### src/rtl/regfile_wb_arbiter.sv
// Write-back arbiter: two per-source FIFOs drained round-robin onto the register-file write port.
// Optional macro REGFILE_WB_DROP_X0_EN: accept x0 requests but never queue or issue them.
module regfile_wb_arbiter #(
  parameter int DATA_WIDTH = 32,
  parameter int ADDR_WIDTH = 5,
  parameter int FIFO_DEPTH = 2
) (
  input  logic                  clk,
  input  logic                  reset,
  input  logic                  a_valid,
  output logic                  a_ready,
  input  logic [ADDR_WIDTH-1:0] a_addr,
  input  logic [DATA_WIDTH-1:0] a_data,
  input  logic                  b_valid,
  output logic                  b_ready,
  input  logic [ADDR_WIDTH-1:0] b_addr,
  input  logic [DATA_WIDTH-1:0] b_data,
  output logic                  wen,
  output logic [ADDR_WIDTH-1:0] writereg,
  output logic [DATA_WIDTH-1:0] writedata,
  output logic                  busy
);

  localparam int PW = $clog2(FIFO_DEPTH);
  localparam int CW = PW + 1;
  localparam int EW = ADDR_WIDTH + DATA_WIDTH;

  typedef enum logic {SRC_A = 1'b0, SRC_B = 1'b1} src_e;

  logic [EW-1:0]         mem [2][FIFO_DEPTH];
  logic [PW-1:0]         wr_ptr [2];
  logic [PW-1:0]         rd_ptr [2];
  logic [CW-1:0]         count [2];
  logic [EW-1:0]         in_entry [2];
  logic [ADDR_WIDTH-1:0] in_addr [2];
  logic [1:0]            valid, ready, keep, push, nonempty, grant;
  src_e                  last_grant;

  assign valid       = {b_valid, a_valid};
  assign in_addr[0]  = a_addr;
  assign in_addr[1]  = b_addr;
  assign in_entry[0] = {a_addr, a_data};
  assign in_entry[1] = {b_addr, b_data};

`ifdef REGFILE_WB_DROP_X0_EN
  assign keep = {in_addr[1] != '0, in_addr[0] != '0};
`else
  assign keep = 2'b11;
`endif

  // Readiness looks only at the start-of-cycle count, so a full FIFO popping this cycle still refuses a push.
  // NOTE: every always_comb output is given a default first so no path can infer a latch.
  always_comb begin
    ready    = '0;
    nonempty = '0;
    push     = '0;
    for (int i = 0; i < 2; i++) begin
      ready[i]    = !reset && (count[i] < CW'(FIFO_DEPTH));
      nonempty[i] = count[i] != '0;
      push[i]     = valid[i] && ready[i] && keep[i];
    end
  end

  // Round-robin: on a tie the source not granted last wins.
  assign grant[0] = nonempty[0] && (!nonempty[1] || last_grant == SRC_B);
  assign grant[1] = nonempty[1] && !grant[0];

  assign a_ready = ready[0];
  assign b_ready = ready[1];
  assign busy    = (|nonempty) || wen;

  // NOTE: the storage array carries no reset; only pointers and counts define which entries are live.
  always_ff @(posedge clk) begin
    for (int i = 0; i < 2; i++) begin
      if (push[i]) mem[i][wr_ptr[i]] <= in_entry[i];
    end
  end

  // NOTE: sequential state uses non-blocking assignments so every read sees the pre-edge value.
  always_ff @(posedge clk) begin
    if (reset) begin
      for (int i = 0; i < 2; i++) begin
        wr_ptr[i] <= '0;
        rd_ptr[i] <= '0;
        count[i]  <= '0;
      end
      last_grant <= SRC_B;
      wen        <= 1'b0;
      writereg   <= '0;
      writedata  <= '0;
    end else begin
      for (int i = 0; i < 2; i++) begin
        if (push[i])  wr_ptr[i] <= wr_ptr[i] + PW'(1);
        if (grant[i]) rd_ptr[i] <= rd_ptr[i] + PW'(1);
        count[i] <= count[i] + CW'(push[i]) - CW'(grant[i]);
      end
      wen <= |grant;
      if (grant[0]) begin
        {writereg, writedata} <= mem[0][rd_ptr[0]];
        last_grant            <= SRC_A;
      end else if (grant[1]) begin
        {writereg, writedata} <= mem[1][rd_ptr[1]];
        last_grant            <= SRC_B;
      end
    end
  end

endmodule
### config.mk
export PLATFORM = sky130hd
export DESIGN_NAME = regfile_wb_arbiter
export DESIGN_NICKNAME = d
export VERILOG_FILES = /design/src/rtl/regfile_wb_arbiter.sv
export SDC_FILE = /design/constraint.sdc
export NUM_CORES = 1
export LEC_CHECK = 0
export BUFFER_PORTS_ARGS = -buffer_cell sky130_fd_sc_hd__buf_2
export CORE_ASPECT_RATIO = 1.4
export CORE_UTILIZATION = 50
export CTS_BUF_LIST = sky130_fd_sc_hd__clkbuf_8
export CTS_CLUSTER_DIAMETER = 40
export DETAILED_ROUTE_END_ITERATION = 8
export GPL_TIMING_DRIVEN = 0
export PLACE_DENSITY = 0.72
export SLEW_MARGIN = 20
export SYNTH_ARGS = -nofsm -noshare
export SYNTH_HDL_FRONTEND = slang
export SYNTH_SLANG_ARGS = --single-unit
### constraint.sdc
create_clock -name clk -period 6.8 [get_ports clk]
set_clock_uncertainty 0.2 [all_clocks]
set_input_delay 0.34 -clock clk [delete_from_list [all_inputs] [get_ports clk]]
set_output_delay 0.34 -clock clk [all_outputs]
set_load 0.05 [all_outputs]
==> run metrics <==
fin nets=approximately 750; Die Ht=approximately 140 um; fin util=66.68%; Syn Inst Count=451; Die W=between 100 and 150 um; worst setup margin=roughly 4.5 ns; worst-path maximum fanout=10; Crit-path slowest cell=dfxtp_1; RSZ-0062 raised after global routing=false; Primary FF master, synth=edfxtp_1; first-pass GRT wire length=roughly 24000 um; DR DRC count=0; status=finished clean; grt total ovfl=0; die footprint=approximately 15000 um2; critical path class=flip-flop to flip-flop; yosys warns=0; number of CTS-inserted buffers=17; later-pin clock latency in the skew report=between 0.4 and 0.5 ns; Worst-path clk slew=0.09 ns; register area share after synthesis=between 70% and 80%; Synth cell types=26; initial core utilization=between 50% and 60%; vias per cell=around 5.2; largest net degree at the start of global routing=22; Final Max Tran Viols=0; IO Pins=approximately 120; Syn Nets=about 530; dpl hpwl=10290 um; Max Clk Rate=between 400 and 500 MHz; Placed Area=roughly 8000 um2; slew margin rel.=between 40% and 50%; CP cell instances=buf_6, o21ba_1, nor2_2, buf_2, nor3b_1, a21o_1, ha_1, nor2b_1, mux2_2; FF+latch count, synth=195; CP Launch Type=flip-flop; TritonCTS clock tree=yes; Max clock buf depth=2; antenna cells=0; vias in the first global route=4707; global routing usage on met2=roughly two fifths; Final GP Congestion=around 0.74; via count=4511; drt pass-1 iters=4; Async S/R FF share, synth=0%; met1 GRT Util=approximately a quarter; slew at the pin closest to its max-slew limit=between 0.7 and 0.8 ns; Critical Path Sink Type=flip-flop; gr usage total=21.62%; Setup-failing EPs final=0; worst IR drop on VDD=about 0.00016 V; Hold WC Path Type=input pin to flip-flop; Place WS=4.520 ns; core area=about 14000 um2; busiest layer in global routing=met2; initial antenna violation count=0; Final Hold Viols=0; Power Dens Cells=approximately 260 nW/um2; layout cells sized above 1=26.07%; Root Driver=clkbuf_8; PortBufs=118; DR WL/cell=18.09 um; post_cts resized=0; syn_area_per_cell=around 16 um2; met3 usage=3.695%; Antenna Violating Nets Remaining=0; initial detailed-routing violation count=about 190; crit path DAT=between 2 and 2.5 ns; period utilization=around 34%; Post-Syn Area=7244 um2; Setup TNS Final=0 ns; CTS sink count=just under 200; Crit path largest cell delay=roughly 0.32 ns; Area Growth Syn to Fin=29.22%; Row Count=about 50; H-tree Lvls=4; Max-cap violations=0; Post-synth EDFFs=152; drt total wl=roughly 16000 um; required time of the critical path=approximately 7 ns; Leak=3.671 nW; finished layout cell area=9361 um2; crit path time final=roughly 2.3 ns
-- registers in the layout, summed over array words and instances (netlist names) --
signal,flops
mem,148
writedata,32
writereg,5
count,4
rd_ptr,2
wr_ptr,2
last_grant,1
wen,1
-- where the power goes --
part	internal (mW)	total (mW)	switching, mW
Combinational	0.110	0.281	0.171
Clock	0.399	0.796	0.396
Sequential	1.34	1.36	0.0189
Total	1.85	2.43	0.586
-- layout make-up --
| type | instances | area [um2] |
|---|---|---|
| Buffer | 25 | 142.6 |
| Clock buffer | 17 | 234.0 |
| Clock inverter | 15 | 192.7 |
| Fill cell | 1016 | 4677 |
| Multi-Input combinational cell | 231 | 1694 |
| Sequential cell | 195 | 5425 |
| Tap cell | 185 | 231.5 |
| Timing Repair Buffer | 196 | 1441 |
-- layout by cell type (no fill, tap or decap), types with 5 or more instances in the layout --
master         count
edfxtp_1         152
buf_2            133
nand2_1           76
mux2i_1           74
dlygate4sd3_1     74
dfxtp_1           43
a32o_1            37
clkbuf_8          17
nor2_1             8
nand2b_1           6
clkbuf_1           6
nor2b_1            5
-- cells in the mapped netlist (all sizes together) (2+ instances only) --
cell type | n | area, um2
a21o | 2 | 15.01
a32o | 37 | 370.4
and2 | 2 | 12.51
and3 | 2 | 12.51
buf | 19 | 120.1
clkbuf | 6 | 22.52
dfxtp | 43 | 860.8
edfxtp | 152 | 4564
ha | 2 | 25.02
mux2i | 74 | 740.7
nand2 | 76 | 285.3
nand2b | 6 | 37.54
nor2 | 10 | 42.54
nor2b | 7 | 43.79
o21ai | 3 | 15.01
o21bai | 2 | 15.01
-- path summary, 6_finish.rpt --
check / slack, ns / end / cells past startpoint / start
max: 4.49 / count[0][3]$_SDFF_PP0_ / 9 / count[0][2]$_SDFF_PP0_
min: 0.04 / wr_ptr[0][0]$_SDFFCE_PN0P_ / 3 / a_valid
max reg2reg: 4.49 / count[0][3]$_SDFF_PP0_ / 9 / count[0][2]$_SDFF_PP0_
min reg2reg: 0.26 / writedata[0]$_SDFFE_PP0P_ / 1 / writedata[0]$_SDFFE_PP0P_
-- logic make-up after synthesis --
kind of cell / count (synthesis) / share of synthesized area (%)
AND/OR/NAND/NOR: 107 / 6.356
buffers and inverters: 25 / 1.969
flip-flops: 195 / 74.89
multiplexers: 75 / 10.38
AO/OA/AOI/OAI: 46 / 5.941
adder cells (fa/ha/maj): 2 / 0.3454
XOR/XNOR: 1 / 0.1209
-- metrics by stage --
step,power [mW],hold WS [ns],cells
2_1_floorplan,1.541,0.2389,451
3_3_place_gp,1.616,0.2410,754
3_5_place_dp,1.633,0.2490,758
4_1_cts,2.441,0.02479,864
5_1_grt,2.518,0.03167,864
6_report,2.435,0.04255,864
-- worst max-delay path: cells and delay by family, from the launching register on --
family,cells,cell delay [ns]
AOI/OAI and AO/OA,2,0.38
adders and majority gates,1,0.19
buffers and inverters,2,0.41
DFF,1,0.32
muxes,1,0.26
and+or+nand+nor,3,0.46
-- routing by layer --
layer / part of all wire, % / wire length [um]
met1: 40 / 6217
met2: 55 / 8597
met3: 3.0 / 469
met4: 2.2 / 346
met5: 0 / 0
-- timing repair --
action	in CTS	in global routing
hold buffers	74	0
buffers inserted	0	0
setup endpoints to repair	0	0
endpoints found under the hold margin	148	0
No activity file was read; power rests on OpenSTA's default activity.
